===== src/rtl/hazard_pkg.sv =====
// hazard_pkg: forward-select codes and control FSM state encoding for hazard_ctrl.
package hazard_pkg;
    localparam logic [1:0] FWD_RF  = 2'b00;
    localparam logic [1:0] FWD_WB  = 2'b01;
    localparam logic [1:0] FWD_MEM = 2'b10;
    typedef enum logic [1:0] {IDLE, DIV_BUSY, EXC_FLUSH} ctrlState;
endpackage


===== src/rtl/hazard_fwd_sel.sv =====
// hazard_fwd_sel: E-stage operand forward select, M result wins over W, r0 never forwarded.
module hazard_fwd_sel import hazard_pkg::*; #(
    parameter int REG_AW = 5
) (
    input  logic [REG_AW-1:0] src,
    input  logic [REG_AW-1:0] writeregM,
    input  logic              regwriteM,
    input  logic [REG_AW-1:0] writeregW,
    input  logic              regwriteW,
    output logic [1:0]        fwd
);
    always_comb
        fwd = (src != '0 && src == writeregM && regwriteM) ? FWD_MEM :
              (src != '0 && src == writeregW && regwriteW) ? FWD_WB : FWD_RF;
endmodule


===== src/rtl/hazard_ctrl.sv =====
// hazard_ctrl: forwarding/stall/flush control with divider stall and exception flush FSM.
// Optional stall-cycle counter port stall_cycles enabled by HAZARD_PERF_EN.
module hazard_ctrl import hazard_pkg::*; #(
    parameter int REG_AW       = 5,
    parameter int FLUSH_CYCLES = 1
`ifdef HAZARD_PERF_EN
    ,
    parameter int PERF_W       = 32
`endif
) (
    input  logic              clk,
    input  logic              rst,
    input  logic [REG_AW-1:0] rsD,
    input  logic [REG_AW-1:0] rtD,
    input  logic              branchD,
    input  logic              jrD,
    input  logic [REG_AW-1:0] rsE,
    input  logic [REG_AW-1:0] rtE,
    input  logic [REG_AW-1:0] writeregE,
    input  logic              regwriteE,
    input  logic              memtoregE,
    input  logic              divstartE,
    input  logic              div_ready,
    input  logic [REG_AW-1:0] writeregM,
    input  logic              regwriteM,
    input  logic              memtoregM,
    input  logic              exceptM,
    input  logic [REG_AW-1:0] writeregW,
    input  logic              regwriteW,
    output logic              forwardaD,
    output logic              forwardbD,
    output logic [1:0]        forwardaE,
    output logic [1:0]        forwardbE,
    output logic              stallF,
    output logic              stallD,
    output logic              stallE,
    output logic              flushD,
    output logic              flushE,
    output logic              flushM,
    output logic              div_cancel,
    output logic              excredirect
`ifdef HAZARD_PERF_EN
    ,
    output logic [PERF_W-1:0] stall_cycles
`endif
);
    ctrlState state;
    logic [3:0] cnt;
    logic [1:0] fwdA, fwdB;
    logic lwStall, ctlStall, inFlush, excTake, divWait, simpleStall;

    hazard_fwd_sel #(.REG_AW(REG_AW)) uFwdA (.src(rsE), .writeregM(writeregM), .regwriteM(regwriteM),
        .writeregW(writeregW), .regwriteW(regwriteW), .fwd(fwdA));
    hazard_fwd_sel #(.REG_AW(REG_AW)) uFwdB (.src(rtE), .writeregM(writeregM), .regwriteM(regwriteM),
        .writeregW(writeregW), .regwriteW(regwriteW), .fwd(fwdB));

    // A D-stage compare needs the register from E (any write) or from an M-stage load.
    function automatic logic dep(input logic [REG_AW-1:0] r);
        return (regwriteE && writeregE != '0 && writeregE == r) ||
               (memtoregM && writeregM != '0 && writeregM == r);
    endfunction

    always_comb begin
        lwStall     = memtoregE && writeregE != '0 && (writeregE == rsD || writeregE == rtD);
        ctlStall    = (branchD || jrD) && (dep(rsD) || (branchD && dep(rtD)));
        inFlush     = state == EXC_FLUSH;
        excTake     = exceptM && !inFlush;
        divWait     = !excTake && !inFlush && !div_ready && (state == DIV_BUSY || divstartE);
        simpleStall = state == IDLE && !exceptM && !divWait && (lwStall || ctlStall);
        forwardaD   = !rst && rsD != '0 && rsD == writeregM && regwriteM;
        forwardbD   = !rst && rtD != '0 && rtD == writeregM && regwriteM;
        forwardaE   = rst ? FWD_RF : fwdA;
        forwardbE   = rst ? FWD_RF : fwdB;
        stallF      = !rst && (divWait || simpleStall);
        stallD      = stallF;
        stallE      = !rst && divWait;
        flushD      = !rst && (excTake || inFlush);
        flushE      = flushD || (!rst && simpleStall);
        flushM      = flushD || stallE;
        div_cancel  = !rst && excTake && state == DIV_BUSY;
        excredirect = !rst && excTake;
    end

    // The exception cycle itself is the first flush cycle; cnt counts the ones still to come.
    always_ff @(posedge clk) begin
        if (rst) begin
            state <= IDLE;
            cnt   <= '0;
        end else if (inFlush) begin
            cnt   <= cnt - 4'd1;
            state <= (cnt == 4'd1) ? IDLE : EXC_FLUSH;
        end else if (excTake) begin
            cnt   <= 4'(FLUSH_CYCLES - 1);
            state <= (FLUSH_CYCLES > 1) ? EXC_FLUSH : IDLE;
        end else begin
            state <= divWait ? DIV_BUSY : IDLE;
        end
    end

`ifdef HAZARD_PERF_EN
    always_ff @(posedge clk)
        stall_cycles <= rst ? '0 : stall_cycles + PERF_W'(stallF);
`endif
endmodule


===== config.mk =====
export PLATFORM = sky130hd
export DESIGN_NAME = hazard_ctrl
export DESIGN_NICKNAME = d
export VERILOG_FILES = /design/src/rtl/hazard_pkg.sv /design/src/rtl/hazard_fwd_sel.sv /design/src/rtl/hazard_ctrl.sv
export SDC_FILE = /design/constraint.sdc
export NUM_CORES = 1
export LEC_CHECK = 0
export BUFFER_PORTS_ARGS = -buffer_cell sky130_fd_sc_hd__buf_2
export CAP_MARGIN = 20
export CORE_MARGIN = 2
export CORE_UTILIZATION = 26
export CTS_BUF_LIST = sky130_fd_sc_hd__clkbuf_8
export CTS_CLUSTER_SIZE = 24
export DETAILED_ROUTE_END_ITERATION = 6
export PLACE_DENSITY = 0.53
export SETUP_SLACK_MARGIN = 0.2
export SYNTH_ARGS = -nofsm -noshare
export SYNTH_HDL_FRONTEND = slang
export SYNTH_SLANG_ARGS = --single-unit

===== constraint.sdc =====
create_clock -name clk -period 2.3 [get_ports clk]
set_clock_uncertainty 0.1 [all_clocks]
set_input_delay 0.345 -clock clk [delete_from_list [all_inputs] [get_ports clk]]
set_output_delay 0.345 -clock clk [all_outputs]
set_load 0.02 [all_outputs]

==> impl_metrics.toml <==
[run_status]
run_status = "finished, final reports clean"

[detailed_routing]
num_vias = 1133
via_per_inst = 4.68
drc = 0
drtPass1Iterations = 4
avgRoutedWirePerCell_um = 12.4
drt_wl_total_um = 3010
drt_iter0_drc = 14
ant_nets = 0

[synth]
synth.avg_cell_area_um2 = 7.55
synth-warning-count = 0
synthMuxAreaShare = 0
synthCells = 137
synth_area_mm2 = 0.00103
synth_top_family_by_area = "simple AND/OR/NAND/NOR gates"
synthSimpleGateAreaFrac = 0.364
synth_nets = 186
synth_area_leaders = "xnor2_1 26%, dfxtp_1 12%, xor2_1 7.6%"
synth_xor_area_frac = 0.339
seq_area_frac_synth = 0.116
synth-seq-cells = 6
synth_cell_type_count = 33
synth_compound_area_frac = 0.104
synth_fa_ha_area_frac = 0.0242
synth_top_area_frac = 0.262
synth_largest_area_cell = "xnor2_1"

[global_routing]
grt_use_total = 0.140
grt_overflow = 0
grt_pass1_vias = 1172
grt_max_degree = 16
grt_pass1_wl_um = 4890
antenna_found_initial = 0

[clocking]
cts_tree = "done"
cts.path.max_buffers = 2
ctsRootBufferMaster = "clkbuf_8"
numCtsBuffers = 3
insertion_delay_ps = 220
clkTransAtPathRegs_ps = 30
cts_max_level = 1
numClockSinks = 6

[sta]
rsz0062_at_grt = "yes"
hold_slack_ps = 238
worst_pin_slew_ps = 337
setup_violations = 0
drv_slew = 0
layout_min_cycle_time_ps = 2010
fmax_mhz = 497
relSlewSlack = 0.775
fin_crit_sh = 0.874
hold_violations = 0
tns_ps = 0

[hold_path]
hold_path_class = "input port to register"
min_path_cells = 2
min_to = "state[0]"
min_from = "div_ready"

[setup_path]
worst-r2r-setup-slack_ps = 960
path_max_fanout = 5
r2r_end = "cnt[2]"
crit_path_top_delay_cell = "or4_1"
timing.critical_path.buf_inv = 2
cp_top_family = "simple AND/OR/NAND/NOR gates"
cp.arrival_ps = 1570
r2r-start = "state[1]"
crit_chain = "buf_2, or4_1, nor2_1, nor3b_2, o221ai_2, o211ai_1, buf_2"
slowest_delay_ps = 520
startpoint_type = "input port"
crit_type = "input port to output port"
critical_path_required_ps = 1860
cp_common_cell = "buf_2"
endpoint_kind = "output port"
r2r_cells = 5

[placement]
detailed_place_hpwl_um = 2620
place_congestion = 0.754
numPortBuffers = 60

[floorplan]
start_util = 0.276
fp.dieArea_mm2 = 0.00450
core_area_mm2 = 0.00374
fp-row-count = 22
ioPinCount = 61
die_h_um = 67.1
fp.dieW_um = 67.1

[power]
p_int_uw = 310
ir_drop_uv = 117
p_leak_nw = 0.571
power_density_mw_per_mm2 = 319
p_sw_frac = 0.320
seq_power_share = 0.232
p_sw_uw = 146
combPwrFrac = 0.430
pwr-share-clk = 0.338

[layout]
final_nets = 245
synthToLayoutAreaGrowth_pct = 38.5
fill_cells = 421
final_util = 0.383
diodes = 0
drive_above_1_share = 0.392

[job]
drv_cap = 0
final cells by class:
type | instances | area, µm² | share of cell area
Sequential cell | 6 | 120 | 0.0838
Clock buffer | 3 | 41.3 | 0.0288
Multi-Input combinational cell | 118 | 876 | 0.611
Tap cell | 48 | 60.1 | 0.0419
Timing Repair Buffer | 61 | 313 | 0.218
Inverter | 6 | 22.5 | 0.0157
layout by cell type, fill, tap and decap left out:
cell type and count:
buf_2 58, xnor2_1 31, nor2_1 15, xor2_1 9
inv_1 6, nor3_1 6, dfxtp_1 6, nand4_1 5
a21oi_1 5, nor4_2 4, o21ai_0 4, nor2b_1 3
nand2_1 3, or4_1 3, nand3b_1 3, clkbuf_8 3
buf_4 3, or4_4 2, nor2_4 2, nand2b_1 2
nand3_1 2, nor3b_1 2, o21ai_1 2, nor4b_1 2
ha_1 2, nor3_2 1, nor4b_2 1, nor4_1 1
nor3b_2 1, o221ai_2 1, o21a_1 1, o2111ai_1 1
o211ai_1 1, or2_1 1, a31oi_1 1, a211oi_1 1
Yosys cell counts:
cell type and number:
xnor2_1 31, inv_1 6, o221ai_2 1, or2_1 1, o21a_1 1, nand4_1 5, nand2b_1 2, or4_4 2
ha_1 2, buf_2 2, o21ai_1 1, a211oi_1 1, nor3_1 7, nor2b_1 3, nor4b_1 3, nand2_1 3
o2111ai_1 1, buf_4 1, a31oi_1 1, nor2_4 2, nand3b_1 3, or4_1 3, clkbuf_1 4, o211ai_1 1
nor4_1 1, nor2_1 15, dfxtp_1 6, nor4_2 4, a21oi_1 5, nand3_1 2, o21ai_0 5, nor3b_1 3
xor2_1 9
flip-flops by register name (all words and copies together), names as in the netlist:
name   flops
cnt        4
state      2
metrics by stage:
step                cells  instance area (µm²)  worst slack [ps]  power (mW)
finish                242                 1430               290       0.456
global route          242                 1430               163       0.491
CTS                   242                 1420               203       0.460
detailed placement    239                 1380               215       0.303
global placement      239                 1380               235       0.303
floorplan             137                 1050               188       0.218
worst max-delay path by stage:
stage	from	endpoint	slack [ps]	cells after the start
2_1_floorplan	writeregM[1]	stallF	190	7
3_3_place_gp	rsE[1]	forwardaE[0]	230	6
3_5_place_dp	rtE[0]	forwardbE[0]	210	6
4_1_cts	rtE[0]	forwardbE[0]	200	6
5_1_grt	state[0]	flushE	160	6
6_report	writeregM[1]	flushE	290	7
logic make-up (layout without fill, tap and decap cells):
kind of cell,Yosys count,after routing
DFF,6,6
AOI/OAI and AO/OA,17,17
adders and majority gates,2,2
and+or+nand+nor,59,59
buffers and inverters,13,70
xor gates and xnor gates,40,40
repair_timing:
action	CTS	global route
setup endpoints to repair	0	6
gates resized for setup	0	5
buffers inserted	0	0
hold buffers	0	0
layer usage:
metal  vias up  share of wire  track usage
li1        591              -            -
met1       502           0.43        0.172
met2        38           0.50        0.249
met3         2          0.063       0.0270
met4         0         0.0037       0.0306
met5         -              0            0
power by group through the flow:
stage	Combinational (mW)	Sequential (mW)	Clock [mW]
6_report	0.196	0.106	0.154
4_1_cts	0.196	0.106	0.158
3_3_place_gp	0.196	0.107	0
5_1_grt	0.216	0.106	0.169
2_1_floorplan	0.111	0.107	0
3_5_place_dp	0.196	0.107	0
Power figures use the tool's default switching activity.
